==> config.mk <==
export PLATFORM = sky130hd
export DESIGN_NAME = wb_farbdma
export DESIGN_NICKNAME = d
export VERILOG_FILES = /design/src/rtl/farbdma_pkg.sv /design/src/rtl/wb_farbdma_regs.sv /design/src/rtl/wb_farbdma.sv
export SDC_FILE = /design/constraint.sdc
export NUM_CORES = 1
export LEC_CHECK = 0
export BUFFER_PORTS_ARGS = -buffer_cell sky130_fd_sc_hd__buf_2
export CORE_MARGIN = 8
export CORE_UTILIZATION = 55
export DETAILED_ROUTE_END_ITERATION = 10
export GPL_TIMING_DRIVEN = 0
export PLACE_DENSITY = 0.78
export SYNTH_ARGS = -nofsm -noshare
export SYNTH_HDL_FRONTEND = slang
export SYNTH_SLANG_ARGS = --single-unit
==> constraint.sdc <==
create_clock -name clk -period 11.6 [get_ports clk]
set_input_delay 1.74 -clock clk [delete_from_list [all_inputs] [get_ports clk]]
set_output_delay 1.74 -clock clk [all_outputs]
set_load 0.01 [all_outputs]
==> src/rtl/farbdma_pkg.sv <==
// farbdma_pkg: shared constants for the Farbborg DMA engine.
// Register map, control/status bits, FSM states, lane selects.
package farbdma_pkg;

  localparam logic [1:0] REG_SRC  = 2'd0;
  localparam logic [1:0] REG_LEN  = 2'd1;
  localparam logic [1:0] REG_CTRL = 2'd2;
  localparam logic [1:0] REG_STAT = 2'd3;

  localparam int CTRL_START = 0;
  localparam int CTRL_LOOP  = 1;
  localparam int CTRL_STOP  = 2;
  localparam int CTRL_IRQEN = 3;

  localparam int STAT_BUSY = 0;
  localparam int STAT_DONE = 1;

  localparam logic [3:0] SEL_WORD = 4'hF;
  localparam logic [3:0] SEL_BYTE = 4'b0001;

  typedef enum logic [1:0] {
    S_IDLE,
    S_RD,
    S_WR,
    S_GAP
  } state_t;

endpackage

==> src/rtl/wb_farbdma_regs.sv <==
// wb_farbdma_regs: slave decode, ack and register file.
// FARBDMA_IRQ_EN adds the CTRL.IRQ_EN bit.
module wb_farbdma_regs
  import farbdma_pkg::*;
#(
  parameter int LEN_W = 10
) (
  input  logic             clk,
  input  logic             reset,
  input  logic [3:0]       i_adr,
  input  logic [31:0]      i_dat,
  output logic [31:0]      o_dat,
  input  logic             i_cyc,
  input  logic             i_stb,
  input  logic             i_we,
  output logic             o_ack,
  input  logic             i_busy,
  input  logic             i_done,
  output logic [29:0]      o_src,
  output logic [LEN_W-1:0] o_len,
  output logic             o_loop,
  output logic             o_start,
  output logic             o_stop,
  output logic             o_done_clr
`ifdef FARBDMA_IRQ_EN
  ,output logic            o_irq_en
`endif
);

  logic             r_ack;
  logic [31:0]      r_dat;
  logic [29:0]      r_src;
  logic [LEN_W-1:0] r_len;
  logic             r_loop;
  logic             r_start;
  logic             r_stop;
  logic             r_done_clr;
  logic             w_req;
  logic [31:0]      w_rdata;
  logic [1:0]       w_unused;
`ifdef FARBDMA_IRQ_EN
  logic             r_irq_en;
  assign o_irq_en = r_irq_en;
`endif

  assign w_unused   = i_adr[1:0];
  assign w_req      = i_cyc & i_stb & ~r_ack;
  assign o_ack      = r_ack;
  assign o_dat      = r_dat;
  assign o_src      = r_src;
  assign o_len      = r_len;
  assign o_loop     = r_loop;
  assign o_start    = r_start;
  assign o_stop     = r_stop;
  assign o_done_clr = r_done_clr;

  // Read mux for the addressed register
  always_comb begin
    w_rdata = '0;
    unique case (i_adr[3:2])
      REG_SRC:  w_rdata = {r_src, 2'b00};
      REG_LEN:  w_rdata[LEN_W-1:0] = r_len;
      REG_CTRL: begin
        w_rdata[CTRL_LOOP] = r_loop;
`ifdef FARBDMA_IRQ_EN
        w_rdata[CTRL_IRQEN] = r_irq_en;
`endif
      end
      REG_STAT: begin
        w_rdata[STAT_BUSY] = i_busy;
        w_rdata[STAT_DONE] = i_done;
      end
    endcase
  end

  // Single-cycle ack; writes and command pulses land with it
  always_ff @(posedge clk or posedge reset) begin
    if (reset) begin
      r_ack      <= 1'b0;
      r_dat      <= '0;
      r_src      <= '0;
      r_len      <= '0;
      r_loop     <= 1'b0;
      r_start    <= 1'b0;
      r_stop     <= 1'b0;
      r_done_clr <= 1'b0;
`ifdef FARBDMA_IRQ_EN
      r_irq_en   <= 1'b0;
`endif
    end else begin
      r_ack      <= w_req;
      r_start    <= 1'b0;
      r_stop     <= 1'b0;
      r_done_clr <= 1'b0;
      if (w_req) begin
        r_dat <= w_rdata;
        if (i_we) begin
          unique case (i_adr[3:2])
            REG_SRC:  r_src <= i_dat[31:2];
            REG_LEN:  r_len <= i_dat[LEN_W-1:0];
            REG_CTRL: begin
              r_start  <= i_dat[CTRL_START];
              r_loop   <= i_dat[CTRL_LOOP];
              r_stop   <= i_dat[CTRL_STOP];
`ifdef FARBDMA_IRQ_EN
              r_irq_en <= i_dat[CTRL_IRQEN];
`endif
            end
            REG_STAT: r_done_clr <= i_dat[STAT_DONE];
          endcase
        end
      end
    end
  end

endmodule

==> src/rtl/wb_farbdma.sv <==
// wb_farbdma: Wishbone DMA from memory words into Farbborg bytes.
// FARBDMA_IRQ_EN adds irq_o = DONE & IRQ_EN.
module wb_farbdma
  import farbdma_pkg::*;
#(
  parameter logic [31:0] FB_BASE = 32'hF000_0000,
  parameter int          LEN_W   = 10
) (
  input  logic        clk,
  input  logic        reset,
  input  logic [3:0]  wb_adr_i,
  input  logic [31:0] wb_dat_i,
  output logic [31:0] wb_dat_o,
  input  logic [3:0]  wb_sel_i,
  input  logic        wb_cyc_i,
  input  logic        wb_stb_i,
  input  logic        wb_we_i,
  output logic        wb_ack_o,
  output logic [31:0] m_adr_o,
  output logic [31:0] m_dat_o,
  output logic [3:0]  m_sel_o,
  output logic        m_cyc_o,
  output logic        m_stb_o,
  output logic        m_we_o,
  input  logic [31:0] m_dat_i,
  input  logic        m_ack_i
`ifdef FARBDMA_IRQ_EN
  ,output logic       irq_o
`endif
);

  state_t           r_state;
  logic [29:0]      r_src_l;
  logic [29:0]      r_adr;
  logic [LEN_W-1:0] r_len_l;
  logic [LEN_W-1:0] r_left;
  logic [1:0]       r_byte;
  logic [10:0]      r_fbi;
  logic [31:0]      r_data;
  logic             r_done;
  logic             r_stop_pend;
  logic             r_stb;
  logic [29:0]      w_src;
  logic [LEN_W-1:0] w_len;
  logic             w_loop;
  logic             w_start;
  logic             w_stop;
  logic             w_done_clr;
  logic             w_busy;
  logic             w_stop_now;
  logic [31:0]      w_fb_adr;
  logic [3:0]       w_unused;

  assign w_unused   = wb_sel_i;
  assign w_busy     = (r_state != S_IDLE);
  assign w_stop_now = r_stop_pend | w_stop;
  assign w_fb_adr   = FB_BASE + {19'd0, r_fbi, 2'b00};
  assign m_cyc_o    = r_stb;
  assign m_stb_o    = r_stb;

`ifdef FARBDMA_IRQ_EN
  logic w_irq_en;
  assign irq_o = r_done & w_irq_en;
`endif

  wb_farbdma_regs #(.LEN_W(LEN_W)) u_regs (
    .clk        (clk),
    .reset      (reset),
    .i_adr      (wb_adr_i),
    .i_dat      (wb_dat_i),
    .o_dat      (wb_dat_o),
    .i_cyc      (wb_cyc_i),
    .i_stb      (wb_stb_i),
    .i_we       (wb_we_i),
    .o_ack      (wb_ack_o),
    .i_busy     (w_busy),
    .i_done     (r_done),
    .o_src      (w_src),
    .o_len      (w_len),
    .o_loop     (w_loop),
    .o_start    (w_start),
    .o_stop     (w_stop),
    .o_done_clr (w_done_clr)
`ifdef FARBDMA_IRQ_EN
    ,.o_irq_en  (w_irq_en)
`endif
  );

  // Transfer FSM with registered master outputs
  always_ff @(posedge clk or posedge reset) begin
    if (reset) begin
      r_state     <= S_IDLE;
      r_src_l     <= '0;
      r_adr       <= '0;
      r_len_l     <= '0;
      r_left      <= '0;
      r_byte      <= '0;
      r_fbi       <= '0;
      r_data      <= '0;
      r_done      <= 1'b0;
      r_stop_pend <= 1'b0;
      r_stb       <= 1'b0;
      m_we_o      <= 1'b0;
      m_sel_o     <= '0;
      m_adr_o     <= '0;
      m_dat_o     <= '0;
    end else begin
      if (w_done_clr) r_done <= 1'b0;
      if (w_stop && w_busy) r_stop_pend <= 1'b1;
      unique case (r_state)
        S_IDLE: begin
          r_stop_pend <= 1'b0;
          if (w_start && w_len == '0) begin
            r_done <= 1'b1;
          end else if (w_start) begin
            r_src_l <= w_src;
            r_len_l <= w_len;
            r_adr   <= w_src;
            r_left  <= w_len;
            r_fbi   <= '0;
            r_done  <= 1'b0;
            r_state <= S_RD;
            r_stb   <= 1'b1;
            m_we_o  <= 1'b0;
            m_sel_o <= SEL_WORD;
            m_adr_o <= {w_src, 2'b00};
          end
        end
        S_RD: begin
          if (m_ack_i) begin
            if (w_stop_now) begin
              r_state     <= S_IDLE;
              r_stop_pend <= 1'b0;
              r_stb       <= 1'b0;
              m_sel_o     <= '0;
              m_adr_o     <= '0;
            end else begin
              r_data  <= m_dat_i;
              r_byte  <= 2'd0;
              r_state <= S_WR;
              m_we_o  <= 1'b1;
              m_sel_o <= SEL_BYTE;
              m_adr_o <= w_fb_adr;
              m_dat_o <= {24'h0, m_dat_i[31:24]};
            end
          end
        end
        S_WR: begin
          if (m_ack_i) begin
            r_fbi   <= r_fbi + 11'd1;
            r_byte  <= r_byte + 2'd1;
            r_data  <= r_data << 8;
            r_state <= S_GAP;
            r_stb   <= 1'b0;
            m_we_o  <= 1'b0;
            m_sel_o <= '0;
            m_adr_o <= '0;
            m_dat_o <= '0;
          end
        end
        S_GAP: begin
          if (r_byte != 2'd0 && !w_stop_now) begin
            r_state <= S_WR;
            r_stb   <= 1'b1;
            m_we_o  <= 1'b1;
            m_sel_o <= SEL_BYTE;
            m_adr_o <= w_fb_adr;
            m_dat_o <= {24'h0, r_data[31:24]};
          end else if (r_byte == 2'd0 && r_left != LEN_W'(1)
                       && !w_stop_now) begin
            r_left  <= r_left - LEN_W'(1);
            r_adr   <= r_adr + 30'd1;
            r_state <= S_RD;
            r_stb   <= 1'b1;
            m_sel_o <= SEL_WORD;
            m_adr_o <= {r_adr + 30'd1, 2'b00};
          end else if (r_byte == 2'd0 && r_left == LEN_W'(1)
                       && w_loop && !w_stop_now) begin
            r_done  <= 1'b1;
            r_adr   <= r_src_l;
            r_left  <= r_len_l;
            r_fbi   <= '0;
            r_state <= S_RD;
            r_stb   <= 1'b1;
            m_sel_o <= SEL_WORD;
            m_adr_o <= {r_src_l, 2'b00};
          end else begin
            if (r_byte == 2'd0 && r_left == LEN_W'(1)) r_done <= 1'b1;
            r_state     <= S_IDLE;
            r_stop_pend <= 1'b0;
          end
        end
      endcase
    end
  end

endmodule

# ---- Yosys cells after proc, flatten, opt, wreduce, memory -nomap -nowiden
# Cells that the tools add are included.
dict set report word_totals {
  romBits 0
  memories 0
  latchBits 0
  input_bits 78
  register_bits 276
  word_cells 185
  mem_bits_rw 0
}
dict set report classes {
  n_div 0
  n_bitwise 5
  n_reduce_logical 31
  addsub 5
  n_mul 0
  n_lt_le_gt_ge 0
  n_eq_ne 20
  n_mux 101
  n_shift 0
}
# op count
set op_table {}
lappend op_table {{32-bit 2-to-1 mux} 14}
lappend op_table {{30-bit 2-to-1 mux} 5}
lappend op_table {{32-bit case mux with 4 select lines} 1}
lappend op_table {{32-bit case mux with 3 select lines} 1}
lappend op_table {{11-bit 2-to-1 mux} 6}
lappend op_table {{32-bit case mux with 2 select lines} 1}
lappend op_table {{30-bit case mux with 2 select lines} 1}
lappend op_table {{10-bit 2-to-1 mux} 5}
lappend op_table {{1-bit 2-to-1 mux} 38}
lappend op_table {{11-bit case mux with 3 select lines} 1}
lappend op_table {{29-bit by 14-bit adder with 30-bit output (first input constant)} 1}
lappend op_table {{30-bit by 1-bit adder with 30-bit output (second input constant)} 1}
lappend op_table {{4-bit 2-to-1 mux} 7}
lappend op_table {{22-bit 2-to-1 mux} 1}
lappend op_table {{10-bit case mux with 2 select lines} 1}
lappend op_table {{2-bit 2-to-1 mux} 9}
lappend op_table {{2-bit != test (second input constant)} 9}
lappend op_table {{4-bit case mux with 4 select lines} 1}
lappend op_table {{8-bit case mux with 2 select lines} 1}
lappend op_table {{5-bit AND reduction} 3}
lappend op_table {{1-bit case mux with 4 select lines} 3}
lappend op_table {{3-bit AND reduction} 4}
lappend op_table {{6-bit AND reduction} 2}
lappend op_table {{11-bit by 1-bit adder with 11-bit output (second input constant)} 1}
lappend op_table {{other kinds (24)} 45}

# ---- Longest topological paths before layout
# Gate-level depths: netlist of run 1.
dict set report depth {
  depth_word 8
  depth_mapped 11
  depth_no_buf 8
}

# ---- By module
# Synthesis of run 1 repeated with hierarchy kept, for this count alone.
dict set report unflattened {
  cells_unflattened 1243
  area_unflattened_um2 12305.6
}
# module area_each_um2 seq_area_each_um2 instances cells_per_inst
set by_module_without_submodules {}
lappend by_module_without_submodules {wb_farbdma 9237.6 4279.1 1 999}
lappend by_module_without_submodules {wb_farbdma_regs 3067.9 1926.8 1 244}

# ---- Worst setup path before layout of run 1
# OpenSTA, ideal clock, no wires.
dict set report synth_timing {
  path_type {input to register}
  from {input port wb_cyc_i}
  to {register u_regs.r_src[0] (netlist: u_regs.o_src[0])}
  slack_ps 8211
  setup_time_ps 125
  stages 8
  arrival_time_ps 3265
  n_path_buf 3
  cell_sequence {nand2_1 > or2_2 > clkbuf_1 > clkinv_1 > and3_1 > clkbuf_1 > buf_1 > mux2_2}
}
dict set report synth_between {
  elab_chain_cells 3
}
# element line
set synth_lines {}
lappend synth_lines {{start, declared} wb_farbdma.sv:15} ;# input logic wb_cyc_i,
lappend synth_lines {{1-bit AND (2 in a row)} wb_farbdma_regs.sv:47} ;# assign w_req = i_cyc & i_stb & ~r_ack;
lappend synth_lines {{3-bit AND reduction (no source line)} -}
lappend synth_lines {{end signal, assigned} wb_farbdma_regs.sv:99} ;# REG_SRC: r_src <= i_dat[31:2];
lappend synth_lines {{end, declared} wb_farbdma_regs.sv:32} ;# logic [29:0] r_src;
# No other way between the ends.
# A chain may end at the register's enable or synchronous reset.

# ---- Worst setup path in the final report of run 1
dict set report layout_timing {
  from {input port wb_cyc_i}
  to {register u_regs.r_src[2] (netlist: u_regs.o_src[2])}
}
# Same word-level chain as after synthesis.

==> results.txt, run 1 <==
* Outcome: finished, final reports clean
- The first global-routing pass estimated 57.84 mm of wire.
- 0 antenna diodes ended up in the layout.
* Number of antenna violations at the first check in global routing: 0
- The cell family contributing the most delay on the critical path is buffers and inverters.
* Post-layout minimum cycle time: 3.398 ns
* Share of final-layout standard cells stronger than drive strength 1: 0.2374
- Counting flops and latches in the post-synthesis netlist gives 248.
- The worst-case IR drop observed on VDD is 0.1673 mV.
- The tree is rooted in a sky130_fd_sc_hd__clkbuf_16.
* Util after Layout: 0.6499
- Worst reg2reg setup slack: 8.23 ns
- In this run the standard cell core region covers 22,430 µm².
* Critical path startpoint category: primary input
- Worst setup slack after placement: 7.679 ns
- At the pin with the least slew margin, the transition time is 1.134 ns.
- The slowest stage of the critical path is the sky130_fd_sc_hd__buf_1 cell.
- Cell accounting for the most synthesized area: sky130_fd_sc_hd__dfrtp_1
- Summing over every cut layer, the via total after detailed routing is 10,730.
* Most instantiated flip-flop cell in the synthesis netlist: sky130_fd_sc_hd__dfrtp_1
* Sequential area share after synthesis: 0.4992
- Clock tree sinks: 248
- Worst-case clock skew: 0.01878 ns
* Biggest cell delay along the critical path: 0.50 ns
- DIE HEIGHT: 166.3 µm
- Of the total synthesized cell area, the portion taken by AND, OR, NAND and NOR gates is 0.1645.
- Data arrival time of the critical path: 3.82 ns
* Max Freq: 294.3 MHz
- Via count of the first global-routing pass: 10,820
- Data on the critical path is required at its endpoint by 12.03 ns.
* Die X-Extent: 166.3 µm
- Area share of the largest cell type after synthesis: 0.4992
- Total Neg Setup Slack: 0 ns
- Yosys warns: 0
- Post-CTS sizing: 0
* Crit Path Category: in -> reg
* Syn-to-layout area delta: 17.28%
* Remaining Overflow, GRT: 0
- Setup violations remaining at the end of the flow were counted as 0.
- Via/cell ratio: 5.996
- In the synthesized netlist, the cells that appear most often are sky130_fd_sc_hd__dfrtp_1 (248), sky130_fd_sc_hd__nand2_1 (198), sky130_fd_sc_hd__o21ai_0 (95), sky130_fd_sc_hd__nor2_1 (85), sky130_fd_sc_hd__mux2_2 (81).
- Of the total synthesized cell area, the portion taken by full adders, half adders and majority gates is 0.009058.
- Final net count: 1,571
- Async S/R FF share, synth: 1.000
- CP endpoint kind: register
- CTS tree: built
* Most used cell along the critical path: sky130_fd_sc_hd__clkbuf_1
- Final setup margin: 8.202 ns
- Iteration count of the initial detailed-routing pass: 5
* Compound-cell area share of the yosys netlist: 0.1482
- Buffers placed on the I/O ports in this run total 148.
- Of all nets on the critical path, the largest fanout is 10.
* Unique cell type count in the Yosys netlist: 68
* Violation count after the first detailed-routing iteration: 1,021
* TritonCTS Buffers: 27
* Count of final hold-check violations: 0
- After clock tree synthesis, the setup repair step added 0 buffers.
- Post-Route WL: 36.35 mm
- Hold-fix buffers, CTS: 0
- The finished layout holds 1,789 standard cells, fillers aside.
- Syn Std Cell Area: 12,430 µm²
- Clock latency on the worst-skew pair: 0.55 ns
- Worst slew margin relative to its limit: 0.2430
- Sorting the synthesized cells by area gives the leading types as sky130_fd_sc_hd__dfrtp_1 (50%), sky130_fd_sc_hd__mux2_2 (7.3%), sky130_fd_sc_hd__nand2_1 (6.0%), sky130_fd_sc_hd__o21ai_0 (3.8%), sky130_fd_sc_hd__a21oi_1 (3.2%).
- Buffers plus inverters on the worst setup path: 5
- Setup repair after global routing left no endpoint under its margin.
* Placer Congestion: 0.9318
* Buffer levels on the longest clock path: 3
- After clock tree synthesis, the clock-pin slew on the worst setup and hold paths is 0.06 ns.
- For this design the ratio of total power to cell area is 275.8 nW/µm².
* Most frequently used cell type in the post-synthesis netlist: sky130_fd_sc_hd__dfrtp_1
- Number of rows created at floorplan: 55
* H-tree depth: 1
* Number of enable flip-flop cells after synthesis: 0
- Post-Syn Instances: 1,280
- After detailed routing, the average wire length per cell comes to 20.32 µm.
- The analysis attributes to cell leakage a power of 6.833 nW.
- Of the available clock period, the critical path in the final layout requires 0.2930.
* Placed wire-length estimate after detailed placement: 26.22 mm
- Counting tap cells, the placed design contains a total of 1,740 instances.
- Maximum number of pins on one net before global-route repair: 114
- In the routed design, unresolved DRC markers number 0.
* Effective utilization at floorplan: 0.5542
* Fraction of synthesized area in multiplexers: 0.1056
- Main combinational cell family by area after synthesis: simple AND/OR/NAND/NOR gates
- Pin placement for this block handled 182 I/O pins.
- Number of max-cap violations: 0
- Once detail routing completed, the nets flagged for antenna violations numbered 0.
- Worst min path class: reg -> reg
- A synthesized cell averages 9.712 µm².
- The number of pins with negative max-slew slack in the final report was 0.
- Cells along the critical path: buf_2, nand2_1, or2_2, clkbuf_1, clkinv_1, and3_1, clkbuf_1, buf_1, mux2_2
* Die Area: 27,670 µm²
- In the global route stage, overall resource usage came out at 0.2566.
* Share of the synthesized netlist area taken by xor and xnor gates: 0.01691
layout by cell type (no fill, tap or decap), types with 6 or more instances in the layout:
cell type and instances:
sky130_fd_sc_hd__clkinv_2 11, sky130_fd_sc_hd__a31oi_1 20, sky130_fd_sc_hd__dfrtp_1 248, sky130_fd_sc_hd__xnor2_1 14, sky130_fd_sc_hd__xor2_1 10, sky130_fd_sc_hd__nand2_1 198, sky130_fd_sc_hd__buf_4 36, sky130_fd_sc_hd__and2_1 7
sky130_fd_sc_hd__o31ai_1 16, sky130_fd_sc_hd__mux2_2 81, sky130_fd_sc_hd__nor2_1 85, sky130_fd_sc_hd__a22o_1 9, sky130_fd_sc_hd__nor3b_1 11, sky130_fd_sc_hd__or3_1 8, sky130_fd_sc_hd__a21oi_1 80, sky130_fd_sc_hd__o21ai_1 17
sky130_fd_sc_hd__inv_1 14, sky130_fd_sc_hd__nand3_1 50, sky130_fd_sc_hd__o211ai_1 8, sky130_fd_sc_hd__clkbuf_16 27, sky130_fd_sc_hd__nand4_1 8, sky130_fd_sc_hd__and3_1 16, sky130_fd_sc_hd__nor3_1 6, sky130_fd_sc_hd__o21ai_0 95
sky130_fd_sc_hd__a221oi_1 15, sky130_fd_sc_hd__conb_1 26, sky130_fd_sc_hd__mux2i_1 40, sky130_fd_sc_hd__buf_2 169, sky130_fd_sc_hd__ha_1 9, sky130_fd_sc_hd__a211oi_1 7, sky130_fd_sc_hd__nand2b_1 20, sky130_fd_sc_hd__or4_1 8
sky130_fd_sc_hd__clkbuf_1 53
cell type report:
cell class                      instances  area, µm²
Buffer                                118      635.6
Clock buffer                           32      724.4
Clock inverter                         17      170.2
Fill cell                            1882       7854
Inverter                               17      71.32
Multi-Input combinational cell        922       5620
Sequential cell                       248       6206
Tap cell                              285      356.6
Timing Repair Buffer                  150      795.8
tightest hold or removal path, delay by kind of cell (launching register included):
kind             cells  cell delay (ns)
and+or+nand+nor      2             0.10
DFF                  1             0.34
registers in the layout, summed over array words and instances (netlist names), 2 cells and up:
signal / cells
m_adr_o: 30
m_dat_o: 8
m_sel_o: 2
r_adr: 30
r_byte: 2
r_data: 32
r_fbi: 11
r_left: 10
r_len_l: 10
r_src_l: 30
r_state: 2
u_regs.o_dat: 32
u_regs.o_len: 10
u_regs.o_src: 30
metal layers:
layer / GRT usage / up-vias / routed length, µm
met2: 0.4260 / 518 / 17140
met1: 0.3165 / 5218 / 14110
met5: 0 / - / 0
met3: 0.05729 / 112 / 3338
met4: 0.1167 / 0 / 1764
li1: - / 4878 / -
cells by family after synthesis:
group                      Yosys count
xor gates and xnor gates            24
and+or+nand+nor                    442
DFF                                248
adders and majority gates            9
AOI/OAI and AO/OA                  300
muxes                              121
buffers and inverters              135
other                                1
final timing paths:
path,startpoint,to,cells after the start
max in group asynchronous,reset,r_adr[10]$_DFFE_PP0P_,4
setup reg to reg,r_byte[0]$_DFFE_PP0P_,r_adr[24]$_DFFE_PP0P_,8
min in group asynchronous,reset,r_data[0]$_DFFE_PP0P_,2
setup / recovery,wb_cyc_i,u_regs.o_src[2]$_DFFE_PP0P_,9
hold reg to reg,u_regs.o_dat[25]$_DFFE_PP0P_,u_regs.o_dat[25]$_DFFE_PP0P_,2
hold / removal,u_regs.o_dat[25]$_DFFE_PP0P_,u_regs.o_dat[25]$_DFFE_PP0P_,2
power by group:
part / internal, mW / switching [mW]
clock: 0.512 / 0.358
combinational: 0.624 / 1.14
sequential: 1.15 / 0.240
total: 2.28 / 1.74
through the flow:
stage / instance area (µm²) / hold WS (ns) / total power [mW]
floorplan: 12530 / 0.4447 / 2.497
global placement: 13620 / 0.4458 / 3.046
detailed placement: 13690 / 0.4510 / 3.112
CTS: 14580 / 0.4653 / 3.994
global route: 14580 / 0.4853 / 4.247
finish: 14580 / 0.4608 / 4.021
Note: power is estimated with default switching activity, not from simulation.
==> run 2, diff against run 1 <==
clock period = 3.45 ns   (was 11.6 ns; I/O delays follow)
==> run 2 against run 1 <==
Net effect: sequential cell count unchanged; critical endpoint is now r_left[1]$_DFFE_PP0P_; die area did not move; clock-buffer cell count grew 9; largest cell class unchanged; wire length up 0.28%; critical path type is now reg -> reg; power grew to 3.4 times the previous value; register-to-register slack worse by 7.9 ns; combinational power grew to 3.4 times the previous value; worst hold slack got worse by 0.33 ns; design area rose by 0.54%; global-route usage up 0.13 points.
==> results.txt, run 2 (same netlist as run 1, synthesis figures left out) <==
- Of the total power, registers draw 0.342.
- Number of antenna repair diodes: 0
- The tightest min-delay check is of the in -> async type.
- In this run the number of H-tree levels came out at 1.
- Count of final hold-check violations: 0
- Clock tree sinks: 248
- Of the cells placed in the final design, the portion with a size suffix greater than 1 is 0.2356.
* Util after Layout: 0.6534
- Across the routed clock network, the largest skew measured is 0.01600 ns.
- Core area: 22,430 µm²
- Slew at the pin closest to its max-slew limit: 1.153 ns
* First-pass GRT wire length: 58.17 mm
- Dividing total power by cell area gives a power density of 926.6 nW/µm².
* Reg2Reg Depth: 7
- The clock passes through at most 3 buffers.
- Setup repair after global routing left no endpoint under its margin.
- The critical path is of the reg -> reg type.
* Iteration count of the initial detailed-routing pass: 6
* Effective utilization at floorplan: 0.5542
* Violation count after the first detailed-routing iteration: 1,046
* Placer Congestion: 0.9143
- For the worst-skew pair, the clock arrives at the later sink with an insertion delay of 0.54 ns.
- Commonest non-fill, non-tap cell in the layout: sky130_fd_sc_hd__dfrtp_1
- Maximum number of pins on one net before global-route repair: 44
- The area growth from synthesis to layout is 17.91%.
- I/O pin count: 182
- Worst r2r dst: r_left[1]$_DFFE_PP0P_
* Total count of max-transition violations in the final report: 0
- TritonCTS Buffers: 27
- The worst setup path is launched from a register.
- The worst setup path is captured at a register.
- Measured along the x axis, the die boundary spans 166.3 µm.
- Across the run, the number of max-cap violations was 0.
- Outcome: finished, final reports clean
- Highest net fanout along the worst path: 10
- Buffers added to address setup during post-CTS repair amount to 0.
- Clock input transition at the sequential cells of the worst setup and hold paths: 0.06 ns
- Worst slew margin relative to its limit: 0.2303
- Finish-stage setup viols: 0
* Post-layout minimum cycle time: 3.123 ns
* Clock group share of total power: 0.218
* Die Area: 27,670 µm²
- Max Freq: 320.2 MHz
- Remaining Overflow, GRT: 0
- CTS tree: built
* Start of the worst register-to-register path: r_state[0]$_DFFE_PP0P_
- Data arrival time of the critical path: 3.57 ns
- Input and output buffers added on the ports amount to 148.
- Antenna-violating nets left: 0
- The floorplan has 55 rows.
- For this block, the routed nets add up to 36.46 mm of wire.
* Sw Ratio: 0.4293
* Commonest non-fill, non-tap cells in the layout: sky130_fd_sc_hd__dfrtp_1 (248), sky130_fd_sc_hd__nand2_1 (198), sky130_fd_sc_hd__buf_2 (169), sky130_fd_sc_hd__o21ai_0 (95), sky130_fd_sc_hd__nor2_1 (85)
* Root buf cell: sky130_fd_sc_hd__clkbuf_16
* Launch point of the critical path: r_state[0]$_DFFE_PP0P_
* DIE HEIGHT: 166.3 µm
* Worst VDD drop: 0.5545 mV
* CP required: 3.90 ns
* Number of antenna violations at the first check in global routing: 0
- The via count of the first global-routing pass came to 10,770.
- Dividing the detail-routed via count by the number of cells gives 6.000.
- Logic gate share of total power: 0.440
- Gr usage total: 0.2579
- Cell Int Power: 7.752 mW
- Worst reg2reg setup slack: 0.33 ns
- Total Neg Setup Slack: 0 ns
* Via total after detailed routing: 10,750
- After detailed routing, the number of remaining DRC violations is 0.
- Psw: 5.831 mW
* Routed wire length per instance: 20.34 µm
- Once detailed placement completed, the half-perimeter wirelength came to 26.41 mm.
- Static leakage: 6.845 nW
- For this run, the post-layout net count is 1,575.
* Total power draw: 13.58 mW
* Period utilization: 0.9051
-- run 2: cell types whose count changed in the layout (fill, tap and decap cells not counted), sizes merged --
cell,change
clkinv,-11
clkbuf,+9
buf,+4
clkinvlp,+2
inv,-1
-- run 2: stage by stage --
stage / std cells / hold slack (ns) / setup slack [ns] / cell area (µm²)
finish: 1792 / 0.1296 / 0.3274 / 14660
global route: 1792 / 0.1883 / 0.1836 / 14660
floorplan: 1305 / 0.4447 / -0.3272 / 12530
global placement: 1738 / 0.4444 / -1.844 / 13630
detailed placement: 1744 / 0.4509 / 0.2313 / 13750
CTS: 1792 / 0.1446 / 0.2227 / 14650
-- run 2: metal layers --
metal	wire length (µm)	GRT usage	vias to the layer above
met5	0	0	-
met4	1430	0.1073	0
met3	3725	0.06014	115
met2	17400	0.4291	564
met1	13900	0.3194	5187
li1	-	-	4886
-- run 2: repair_timing --
item / CTS / global route
endpoints found under the setup margin: 0 / 4
gates resized for setup: 0 / 1
hold buffers: 0 / 0
-- run 2: worst max-delay path: stages (launching register included) --
cell and delay (ns):
sky130_fd_sc_hd__dfrtp_1 0.41, sky130_fd_sc_hd__ha_1 0.18, sky130_fd_sc_hd__clkbuf_1 0.40, sky130_fd_sc_hd__clkbuf_1 0.46, sky130_fd_sc_hd__buf_1 0.60, sky130_fd_sc_hd__clkbuf_1 0.61, sky130_fd_sc_hd__o211ai_1 0.19, sky130_fd_sc_hd__a22oi_1 0.19
-- run 2: worst max-delay path by stage --
stage                                         endpoint
final                            r_left[1]$_DFFE_PP0P_
after global routing             r_adr[15]$_DFFE_PP0P_
after CTS                        r_left[9]$_DFFE_PP0P_
after detailed placement         r_left[9]$_DFFE_PP0P_
after global placement    u_regs.o_dat[10]$_DFFE_PP0P_
after floorplan                m_adr_o[10]$_DFFE_PP0P_
-- run 2: layout make-up --
cell class | instances | area, µm²
well taps | 285 | 356.6
inverters | 17 | 67.56
plain buffers | 118 | 635.6
repair buffers | 154 | 860.8
flip-flops and latches | 248 | 6206
clock inverters | 7 | 118.9
multi-input cells | 922 | 5625
clock buffers | 41 | 788.3
fillers | 1801 | 7775
-- run 2: power by group through the flow --
| stage | combinational [mW] | clock, mW | sequential [mW] |
|---|---|---|---|
| 2_1_floorplan | 3.83 | 0 | 4.57 |
| 3_3_place_gp | 5.63 | 0 | 4.63 |
| 3_5_place_dp | 5.83 | 0 | 4.66 |
| 4_1_cts | 5.89 | 2.98 | 4.62 |
| 5_1_grt | 6.52 | 3.09 | 4.76 |
| 6_report | 5.97 | 2.97 | 4.65 |
